$ cat src/rtl/queue_pkg.sv
// Shared types and constants for the queue dispatcher and its FIFO.
// Imported by the dispatcher top level.
package queue_pkg;

    typedef enum logic [1:0] {
        IDLE,
        LOAD,
        WAIT_ACK,
        WAIT_DONE
    } disp_state_e;

    // Ticket 0 is reserved: the counter reads dn == 0 as "idle".
    localparam int unsigned TICKET_FIRST = 1;

endpackage

$ cat src/rtl/queue_dispatcher_if.sv
// Bus between the queue dispatcher and its environment: arrivals in, counter load out,
// counter busy back in, plus occupancy status.
interface queue_dispatcher_if #(
    parameter int unsigned NUM_W  = 4,
    parameter int unsigned TIME_W = 4,
    parameter int unsigned DEPTH  = 8
);
    localparam int unsigned AW = $clog2(DEPTH);

    logic              enq;
    logic [TIME_W-1:0] svc_time;
    logic              busy;
    logic              enq_ack;
    logic              enq_rej;
    logic [NUM_W-1:0]  ticket_out;
    logic              ld;
    logic [NUM_W-1:0]  dn_out;
    logic [TIME_W-1:0] dt_out;
    logic [AW:0]       count;
    logic              full;
    logic              empty;

    // Dispatcher side.
    modport slave (
        input  enq,
        input  svc_time,
        input  busy,
        output enq_ack,
        output enq_rej,
        output ticket_out,
        output ld,
        output dn_out,
        output dt_out,
        output count,
        output full,
        output empty
    );

    // Arrival source / counter side.
    modport master (
        output enq,
        output svc_time,
        output busy,
        input  enq_ack,
        input  enq_rej,
        input  ticket_out,
        input  ld,
        input  dn_out,
        input  dt_out,
        input  count,
        input  full,
        input  empty
    );

endinterface

$ cat src/rtl/queue_fifo.sv
// Circular synchronous FIFO with registered occupancy count; full/empty derive from the count,
// so pointers are free to wrap mod DEPTH. Push at full and pop at empty are ignored.
module queue_fifo #(
    parameter int unsigned W     = 8,
    parameter int unsigned DEPTH = 8,
    localparam int unsigned AW   = $clog2(DEPTH)
) (
    input  logic          i_clk,
    input  logic          i_rst,
    input  logic          i_push,
    input  logic [W-1:0]  i_wdata,
    input  logic          i_pop,
    output logic [W-1:0]  o_rdata,
    output logic [AW:0]   o_count,
    output logic          o_full,
    output logic          o_empty
);

    localparam logic [AW-1:0] PTR_ONE   = AW'(1);
    localparam logic [AW:0]   CNT_ONE   = (AW+1)'(1);
    localparam logic [AW:0]   CNT_FULL  = (AW+1)'(DEPTH);

    logic [W-1:0]  r_mem [DEPTH];
    logic [AW-1:0] r_wr_ptr;
    logic [AW-1:0] r_rd_ptr;
    logic [AW:0]   r_count;
    logic          w_push;
    logic          w_pop;

    assign w_push = i_push && !o_full;
    assign w_pop  = i_pop && !o_empty;

    always_ff @(posedge i_clk) begin
        if (i_rst) begin
            r_wr_ptr <= '0;
            r_rd_ptr <= '0;
            r_count  <= '0;
        end else begin
            if (w_push) r_wr_ptr <= r_wr_ptr + PTR_ONE;
            if (w_pop)  r_rd_ptr <= r_rd_ptr + PTR_ONE;
            case ({w_push, w_pop})
                2'b10:   r_count <= r_count + CNT_ONE;
                2'b01:   r_count <= r_count - CNT_ONE;
                default: r_count <= r_count;
            endcase
        end
    end

    // Storage needs no reset: reset clears the pointers and count, which drops all entries.
    always_ff @(posedge i_clk) begin
        if (w_push) r_mem[r_wr_ptr] <= i_wdata;
    end

    assign o_rdata = r_mem[r_rd_ptr];
    assign o_count = r_count;
    assign o_full  = (r_count == CNT_FULL);
    assign o_empty = (r_count == '0);

endmodule

$ cat src/rtl/queue_dispatcher.sv
// Ticketing front end of the service counter: numbers arrivals, queues them, and loads the
// head entry into the counter with a one-cycle ld pulse whenever the counter is idle.
module queue_dispatcher
    import queue_pkg::*;
#(
    parameter int unsigned NUM_W  = 4,
    parameter int unsigned TIME_W = 4,
    parameter int unsigned DEPTH  = 8
) (
    input  logic              i_clk,
    input  logic              i_rst,
    queue_dispatcher_if.slave io_bus
);

    localparam int unsigned      AW          = $clog2(DEPTH);
    localparam int unsigned      W           = NUM_W + TIME_W;
    localparam logic [NUM_W-1:0] TICKET_INIT = NUM_W'(TICKET_FIRST);
    localparam logic [NUM_W-1:0] TICKET_LAST = '1;

    disp_state_e       r_state;
    disp_state_e       w_state_next;

    logic [NUM_W-1:0]  r_next_ticket;
    logic              r_enq_ack;
    logic              r_enq_rej;
    logic [NUM_W-1:0]  r_ticket_out;

    logic              r_ld;
    logic [NUM_W-1:0]  r_dn_out;
    logic [TIME_W-1:0] r_dt_out;
    logic              w_ld_next;
    logic [NUM_W-1:0]  w_dn_next;
    logic [TIME_W-1:0] w_dt_next;

    logic              w_push;
    logic              w_pop;
    logic [TIME_W-1:0] w_svc_clamped;
    logic [W-1:0]      w_wdata;
    logic [W-1:0]      w_rdata;
    logic [AW:0]       w_count;
    logic              w_full;
    logic              w_empty;

    // Full is judged on the registered count, so a same-edge pop never rescues an arrival.
    assign w_push        = io_bus.enq && !w_full;
    // The counter treats a zero service time as meaningless; serve such arrivals for 1 cycle.
    assign w_svc_clamped = (io_bus.svc_time == '0) ? TIME_W'(1) : io_bus.svc_time;
    assign w_wdata       = {r_next_ticket, w_svc_clamped};

    queue_fifo #(
        .W     (W),
        .DEPTH (DEPTH)
    ) u_fifo (
        .i_clk   (i_clk),
        .i_rst   (i_rst),
        .i_push  (w_push),
        .i_wdata (w_wdata),
        .i_pop   (w_pop),
        .o_rdata (w_rdata),
        .o_count (w_count),
        .o_full  (w_full),
        .o_empty (w_empty)
    );

    always_ff @(posedge i_clk) begin
        if (i_rst) begin
            r_next_ticket <= TICKET_INIT;
            r_enq_ack     <= 1'b0;
            r_enq_rej     <= 1'b0;
            r_ticket_out  <= '0;
        end else begin
            r_enq_ack    <= w_push;
            r_enq_rej    <= io_bus.enq && w_full;
            r_ticket_out <= w_push ? r_next_ticket : '0;
            if (w_push) begin
                r_next_ticket <= (r_next_ticket == TICKET_LAST) ? TICKET_INIT
                                                                : r_next_ticket + NUM_W'(1);
            end
        end
    end

    always_ff @(posedge i_clk) begin
        if (i_rst) begin
            r_state  <= IDLE;
            r_ld     <= 1'b0;
            r_dn_out <= '0;
            r_dt_out <= '0;
        end else begin
            r_state  <= w_state_next;
            r_ld     <= w_ld_next;
            r_dn_out <= w_dn_next;
            r_dt_out <= w_dt_next;
        end
    end

    // WAIT_ACK covers the cycle after ld, when the counter has not yet raised busy.
    always_comb begin
        w_state_next = r_state;
        w_pop        = 1'b0;
        w_ld_next    = 1'b0;
        w_dn_next    = '0;
        w_dt_next    = '0;
        unique case (r_state)
            IDLE: begin
                if (!w_empty && !io_bus.busy) begin
                    w_state_next           = LOAD;
                    w_pop                  = 1'b1;
                    w_ld_next              = 1'b1;
                    {w_dn_next, w_dt_next} = w_rdata;
                end
            end
            LOAD:      w_state_next = WAIT_ACK;
            WAIT_ACK:  if (io_bus.busy) w_state_next = WAIT_DONE;
            WAIT_DONE: if (!io_bus.busy) w_state_next = IDLE;
            default:   w_state_next = IDLE;
        endcase
    end

    assign io_bus.enq_ack    = r_enq_ack;
    assign io_bus.enq_rej    = r_enq_rej;
    assign io_bus.ticket_out = r_ticket_out;
    assign io_bus.ld         = r_ld;
    assign io_bus.dn_out     = r_dn_out;
    assign io_bus.dt_out     = r_dt_out;
    assign io_bus.count      = w_count;
    assign io_bus.full       = w_full;
    assign io_bus.empty      = w_empty;

endmodule

$ cat src/flat_wrapper.sv
// flat-port wrapper written by rule: the top's interface ports become plain ports
module queue_dispatcher_flat import queue_pkg::*;
#(
    parameter int unsigned NUM_W  = 4,
    parameter int unsigned TIME_W = 4,
    parameter int unsigned DEPTH  = 8
)
  (i_clk, i_rst, io_bus_enq, io_bus_svc_time, io_bus_busy, io_bus_enq_ack, io_bus_enq_rej, io_bus_ticket_out, io_bus_ld, io_bus_dn_out, io_bus_dt_out, io_bus_count, io_bus_full, io_bus_empty);
  queue_dispatcher_if #(.NUM_W(NUM_W), .TIME_W(TIME_W), .DEPTH(DEPTH)) io_bus_i ();
  input  logic i_clk;
  input  logic i_rst;
  input wire logic [$bits(io_bus_i.enq)-1:0] io_bus_enq;
  input wire logic [$bits(io_bus_i.svc_time)-1:0] io_bus_svc_time;
  input wire logic [$bits(io_bus_i.busy)-1:0] io_bus_busy;
  output wire logic [$bits(io_bus_i.enq_ack)-1:0] io_bus_enq_ack;
  output wire logic [$bits(io_bus_i.enq_rej)-1:0] io_bus_enq_rej;
  output wire logic [$bits(io_bus_i.ticket_out)-1:0] io_bus_ticket_out;
  output wire logic [$bits(io_bus_i.ld)-1:0] io_bus_ld;
  output wire logic [$bits(io_bus_i.dn_out)-1:0] io_bus_dn_out;
  output wire logic [$bits(io_bus_i.dt_out)-1:0] io_bus_dt_out;
  output wire logic [$bits(io_bus_i.count)-1:0] io_bus_count;
  output wire logic [$bits(io_bus_i.full)-1:0] io_bus_full;
  output wire logic [$bits(io_bus_i.empty)-1:0] io_bus_empty;
  assign io_bus_i.enq = io_bus_enq;
  assign io_bus_i.svc_time = io_bus_svc_time;
  assign io_bus_i.busy = io_bus_busy;
  assign io_bus_enq_ack = io_bus_i.enq_ack;
  assign io_bus_enq_rej = io_bus_i.enq_rej;
  assign io_bus_ticket_out = io_bus_i.ticket_out;
  assign io_bus_ld = io_bus_i.ld;
  assign io_bus_dn_out = io_bus_i.dn_out;
  assign io_bus_dt_out = io_bus_i.dt_out;
  assign io_bus_count = io_bus_i.count;
  assign io_bus_full = io_bus_i.full;
  assign io_bus_empty = io_bus_i.empty;
  queue_dispatcher #(.NUM_W(NUM_W), .TIME_W(TIME_W), .DEPTH(DEPTH)) u_core (.i_clk(i_clk), .i_rst(i_rst), .io_bus(io_bus_i));
endmodule
$ cat config.mk
export PLATFORM = sky130hd
export DESIGN_NAME = queue_dispatcher_flat
export DESIGN_NICKNAME = d
export VERILOG_FILES = /design/src/rtl/queue_pkg.sv /design/src/rtl/queue_dispatcher_if.sv /design/src/rtl/queue_fifo.sv /design/src/rtl/queue_dispatcher.sv /design/src/flat_wrapper.sv
export SDC_FILE = /design/constraint.sdc
export NUM_CORES = 1
export LEC_CHECK = 0
export ABC_AREA = 1
export ABC_CLOCK_PERIOD_IN_PS = 2700
export CORE_ASPECT_RATIO = 1.75
export CORE_MARGIN = 2
export CORE_UTILIZATION = 50
export CTS_CLUSTER_DIAMETER = 30
export CTS_CLUSTER_SIZE = 14
export DETAILED_ROUTE_END_ITERATION = 6
export PLACE_DENSITY = 0.7
export RECOVER_POWER = 25
export SKIP_CTS_REPAIR_TIMING = 1
export SYNTH_ARGS = -nofsm -noshare
export SYNTH_HDL_FRONTEND = slang
export SYNTH_SLANG_ARGS = --single-unit
$ cat constraint.sdc
create_clock -name i_clk -period 2.7 [get_ports i_clk]
set_clock_uncertainty 0.05 [all_clocks]
set_input_delay 0.27 -clock i_clk [delete_from_list [all_inputs] [get_ports i_clk]]
set_output_delay 0.27 -clock i_clk [all_outputs]
set_load 0.1 [all_outputs]
Word-level counts from Yosys, hierarchy flattened
Memory sizes are Yosys's and may differ from the RTL's. A register that Yosys moved wholly into a read port is not among the register bits.
Index checks and enable logic that the tools add are counted.
{"block": "word_totals", "wordCells": 54, "ramBits": 64, "in_bits": 8, "n_memories": 1, "register_bits": 23}
{"block": "classes", "muxes": 11, "reduce_logical": 15, "n_bitwise": 3, "eq_ne": 10, "n_addsub": 5}
{"name": "u_core.u_fifo.r_mem", "words": 8, "width": 8, "rd": 1, "rd_clocked_by_memory_dff": 1, "wr": 1, "line_no": "queue_fifo.sv:23", "source": "logic [W-1:0] r_mem [DEPTH];"}
{"cell": "4-bit by 1-bit adder with 4-bit output, second input constant", "count": 2}
{"cell": "4-bit == test, second input constant", "count": 2}
{"cell": "4-bit zero test", "count": 2}
{"cell": "4-bit two-way mux", "count": 2}
{"cell": "2-bit one-hot mux with 4 select lines", "count": 1}
{"cell": "4-bit one-hot mux with 2 select lines", "count": 1}
{"cell": "3-bit by 1-bit adder with 3-bit output, second input constant", "count": 2}
{"cell": "2-bit == test, second input constant", "count": 3}
{"cell": "2-bit two-way mux", "count": 3}
{"cell": "1-bit logical AND", "count": 5}
{"cell": "2-bit by 1-bit == test with 1-bit output, second input constant", "count": 2}
{"cell": "1-bit two-way mux", "count": 4}
{"cell": "2-bit != test, second input constant", "count": 2}
{"cell": "4-bit by 1-bit subtractor with 4-bit output, second input constant", "count": 1}
{"cell": "1-bit zero test", "count": 3}
{"cell": "1-bit NOT", "count": 3}
{"cell": "3-bit AND reduction", "count": 1}
{"cell": "3-bit OR reduction", "count": 1}
{"cell": "2-bit zero test", "count": 1}
{"cell": "2-bit by 1-bit != test with 1-bit output, second input constant", "count": 1}
{"cell": "2-bit nonzero test", "count": 1}
{"cell": "2-bit OR reduction", "count": 1}

Logic depth before layout (Yosys ltp)
{"block": "logic_depth", "depth_word": 8, "mapped_depth": 14, "ltp_nobuf": 13}

By module
A second synthesis with hierarchy kept.
{"block": "unflattened", "cells_unflattened": 384, "area_unflattened_um2": 4045.1}
{"mod": "queue_fifo", "cells_per_inst": 276, "area_per_inst_um2": 3213.1, "n_inst": 1, "seq_area_each_um2": 2182.1}
{"mod": "queue_dispatcher", "cells_per_inst": 108, "area_per_inst_um2": 832.0, "n_inst": 1, "seq_area_each_um2": 420.4}

Least setup slack after synthesis
Ideal clock, no wire load.
{"block": "synth_path", "path_type": "register -> register", "startpoint": "register u_core.u_fifo.r_count[3], in the netlist u_core.u_fifo.o_count[3]", "endpoint": "register u_core.u_fifo.r_count[3], in the netlist u_core.u_fifo.o_count[3]", "required_ps": 2580, "t_arrival_ps": 2559, "period_less_slack_ps": 2680, "path_stages_with_launch": 14, "path_slack_ps": 20, "path_buffers": 1, "path_cell_list": "dfxtp_1 > inv_1 > nor2_1 > nand2_1 > nand2_2 > buf_6 > ha_1 > ha_1 > or2_2 > nand2_1 > nand2_1 > nand2_1 > nand2_1 > a21oi_1"}
{"block": "synth_between", "elab_chain_len": 8}
{"element": "start: declaration", "line_no": "queue_fifo.sv:26", "source": "logic [AW:0] r_count;"}
{"element": "start signal: assignment", "line_no": "queue_fifo.sv:42", "source": "2'b10: r_count <= r_count + CNT_ONE;"}
{"element": "start signal: assignment", "line_no": "queue_fifo.sv:43", "source": "2'b01: r_count <= r_count - CNT_ONE;"}
{"element": "start signal: assignment", "line_no": "queue_fifo.sv:44", "source": "default: r_count <= r_count;"}
{"element": "4-bit zero test", "line_no": "queue_fifo.sv:57", "source": "assign o_empty = (r_count == '0);"}
{"element": "1-bit zero test", "line_no": "queue_fifo.sv:31, queue_dispatcher.sv:105"}
{"element": "1-bit logical AND", "line_no": "queue_dispatcher.sv:105", "source": "if (!w_empty && !io_bus.busy) begin"}
{"element": "1-bit two-way mux", "line_no": "queue_dispatcher.sv:105"}
{"element": "1-bit two-way mux", "line_no": "queue_dispatcher.sv:103", "source": "unique case (r_state)"}
{"element": "1-bit logical AND", "line_no": "queue_fifo.sv:31", "source": "assign w_pop = i_pop && !o_empty;"}
{"element": "2-bit by 1-bit == test with 1-bit output / 2-bit == test (equally long branches)", "line_no": "queue_fifo.sv:41", "source": "case ({w_push, w_pop})"}
{"element": "4-bit one-hot mux with 2 select lines / 2-bit nonzero test (equally long branches)"}
Parallel ways exist; a longest one is shown, timed or not.
A chain may end at the register's enable or synchronous reset.

Final worst setup path
{"block": "layout_path", "startpoint": "register u_core.r_state[0]", "endpoint": "register u_core.u_fifo.r_count[3], in the netlist u_core.u_fifo.o_count[3]"}
{"block": "layout_between", "elab_chain_len": 5}
{"element": "start: declaration", "line_no": "queue_dispatcher.sv:20", "source": "disp_state_e r_state;"}
{"element": "start signal: assignment", "line_no": "queue_dispatcher.sv:89", "source": "r_state <= w_state_next;"}
{"element": "2-bit zero test (*)", "line_no": "queue_dispatcher.sv:103"}
{"element": "1-bit two-way mux (*)", "line_no": "queue_dispatcher.sv:103"}
{"element": "1-bit logical AND (*)", "line_no": "queue_fifo.sv:31"}
{"element": "via u_core.u_fifo.w_pop", "line_no": "queue_fifo.sv:28", "source": "logic w_pop;"}
{"element": "2-bit by 1-bit == test with 1-bit output / 2-bit == test (equally long branches)", "line_no": "queue_fifo.sv:41"}
{"element": "4-bit one-hot mux with 2 select lines / 2-bit nonzero test (equally long branches)"}
The timed path passes the listed nets; every way through them passes the cells marked *.

==> metrics.txt <==
status=finished, final reports clean; final net count=444; Placed Area=4250 um2; most used cell, CP=nand2_1; Reg area=2540 um2; xor/xnor share of the synthesized area=0.00223; CTS root buf=clkbuf_16; Simple-Gate Fraction of Synth Area=0.173; Cell Chain, Critical Path=inv_1, ha_1, nand3_2, inv_1, ha_1, ha_1, or2_2, nand2_1, nand2_1, nand2_1, nand2_1, a21oi_1; synthesis warning total=0; asr flop ratio synth=0; Worst-path clk slew=0.06 ns; top cell type's share of synthesized area=0.488; Lkg Pwr=1.85 nW; period utilisation layout=0.798; first-pass GRT wire length=12300 um; grt ovf=0; syn avg cell area=10.1 um2; Period minus WS final=2.16 ns; I/O pin cnt=29; Die Area=8620 um2; initial antenna violation count=0; Initial DRC Count=132; antenna cells=0; Max-Cap Viols=0; syn_nets=409; largest net degree at the start of global routing=35; Max VDD drop=910 uV; Final Hold Slack=0.447 ns; FF+latch count, synth=95; worst r2r path cells=12; CP max stage delay=0.36 ns; Yosys cell types=26; RSZ-0062 raised after global routing=false; clk sinks=95; Final ANT Viol Nets=0; ys flop type=edfxtp_1; clock latency on the worst-skew pair=0.33 ns; post-synthesis sequential area ratio=0.646; Die H=121 um; largest family of logic cells by synthesized area=simple AND/OR/NAND/NOR gates; Min-Delay Path Depth=2; final RePlAce weighted congestion=0.783; core box area=7620 um2; relative slew slack=0.604; most numerous cell in the Yosys netlist=nand2_1; I/O Buffers=28; cell types occupying the most area after synthesis=edfxtp_1, dfxtp_1, nand2_1; critical path launch point type=flip-flop; slowest library cell on the worst path=dfxtp_1; CP Max Fanout=6; cts bufs inserted=9; post-route DRC violation count=0; worst r2r dst=u_core.u_fifo.o_count[3]; Final Cell Area=4510 um2; Layout area overhead=14.7%; multi-input logic area=1160 um2; H-tree depth=3; most frequent cells after synthesis=nand2_1, nor2_1, edfxtp_1; flop-to-flop setup slack=0.54 ns; Final Setup Violations=0; Arr. time, crit path=2.37 ns; multiplexer area fraction after synthesis=0; R2R Path Start=u_core.r_state[0]; mapped cell area=3940 um2; HP Class=flip-flop to flip-flop; Setup TNS Final=0 ns; die width=71.1 um; # fillers=610; CP Capture Type=flip-flop; DRT Pass-1 Iters=4; max-slew violation count=0; adder-cell share of the synthesized area=0.0369; Initial Util=0.516; Total Power=0.00451 W; hold path start=u_core.u_fifo.r_wr_ptr[0]; number of flops mapped to enable cells by yosys=64; Vias/cell=5.16; total power per unit cell area=1000 nW/um2; Compound-Gate Fraction of Synth Area=0.0814; post-DP HPWL=5020 um; vias in the first global route=2585; gr usage total=0.191; via count=2675; WP data required=2.92 ns; per-cell routed wire length=14.5 um; Slew @ Worst Pin=0.593 ns; f_max=464 MHz; # rows=42; CTS tree=built; Hold Path Sink=u_core.u_fifo.r_wr_ptr[0]; Crit Path Class=flip-flop to flip-flop; final hold vios=0; final wirelength=7490 um; clk buf depth=2; cell type with the highest aggregate area in the netlist=edfxtp_1; Synth Instances=390; layout cells sized above 1=0.128
==> worst max-delay path: cells and delay by family, from the launching register on <==
kind            cells  cell delay [ns]
fa+ha+maj           3             0.78
simple gates        6             0.62
buf+inv             2             0.18
flops               1             0.36
compound gates      1             0.11
==> cells in the final DEF (no fill, tap or decap) <==
cell / instances
edfxtp_1: 64
nand3_1: 6
clkdlybuf4s50_1: 4
nor2_1: 68
xnor2_1: 1
dlygate4sd3_1: 3
nor3_1: 3
o21ai_0: 14
o211ai_1: 1
o21ai_1: 29
ha_1: 10
clkinv_1: 2
clkbuf_1: 2
nand4_1: 1
or2_2: 3
buf_4: 32
inv_2: 1
a21oi_2: 2
a21oi_1: 16
nand2_2: 2
clkbuf_8: 1
inv_4: 1
nand2_1: 89
fa_1: 1
inv_1: 30
clkbuf_16: 9
dfxtp_1: 31
clkinvlp_4: 1
nand3_2: 1
clkinv_2: 2
==> per-layer routing <==
metal | up-vias | track usage | wire [um]
li1 | 1355 | - | -
met3 | 10 | 0.0457 | 260
met5 | - | 0 | 0
met1 | 1262 | 0.208 | 3020
met4 | 0 | 0.0908 | 145
met2 | 48 | 0.342 | 4060
==> kinds of logic after synthesis <==
logic type / count (synthesis)
flops: 95
compound gates: 62
simple gates: 173
xor+xnor: 1
buf+inv: 48
fa+ha+maj: 11
==> area by class of cell <==
cell class,instances,area share
Clock buffer,12,0.0546
Clock inverter,4,0.00471
Inverter,33,0.0280
Multi-Input combinational cell,247,0.256
Sequential cell,95,0.563
Tap cell,88,0.0244
Timing Repair Buffer,39,0.0688
==> per-stage QoR <==
stage,utilization,worst slack (ns),std cells
after floorplan,-,0.0205,390
after global placement,0.557,0.443,502
after detailed placement,0.557,0.412,502
after CTS,0.592,0.541,518
after global routing,0.592,0.360,518
final,0.592,0.545,518
==> power breakdown <==
group,internal [W],total [W],switching [W]
Combinational,0.000420,0.00159,0.00117
Clock,0.000643,0.00113,0.000484
Sequential,0.00170,0.00179,0.0000952
==> sequential cells by signal (all words and copies together) (netlist names) <==
| signal | cells |
|---|---|
| u_core.u_fifo.r_rd_ptr | 3 |
| u_core.io_bus.dt_out | 4 |
| u_core.io_bus.enq_rej | 1 |
| u_core.io_bus.ld | 1 |
| u_core.r_state | 2 |
| u_core.u_fifo.o_count | 4 |
| u_core.r_next_ticket | 4 |
| u_core.u_fifo.r_mem | 64 |
| u_core.io_bus.enq_ack | 1 |
| u_core.u_fifo.r_wr_ptr | 3 |
| u_core.io_bus.dn_out | 4 |
| u_core.io_bus.ticket_out | 4 |
==> worst max path at each step <==
stage	from	to	cells after the start
after global routing	u_core.u_fifo.o_count[1]	u_core.u_fifo.o_count[3]	11
after CTS	u_core.r_state[0]	u_core.u_fifo.o_count[3]	12
final	u_core.r_state[0]	u_core.u_fifo.o_count[3]	12
after global placement	io_bus_busy	u_core.u_fifo.o_count[3]	12
after floorplan	u_core.u_fifo.o_count[3]	u_core.u_fifo.o_count[3]	13
after detailed placement	io_bus_busy	u_core.u_fifo.o_count[3]	12
Note: power is estimated with default switching activity, not from simulation.
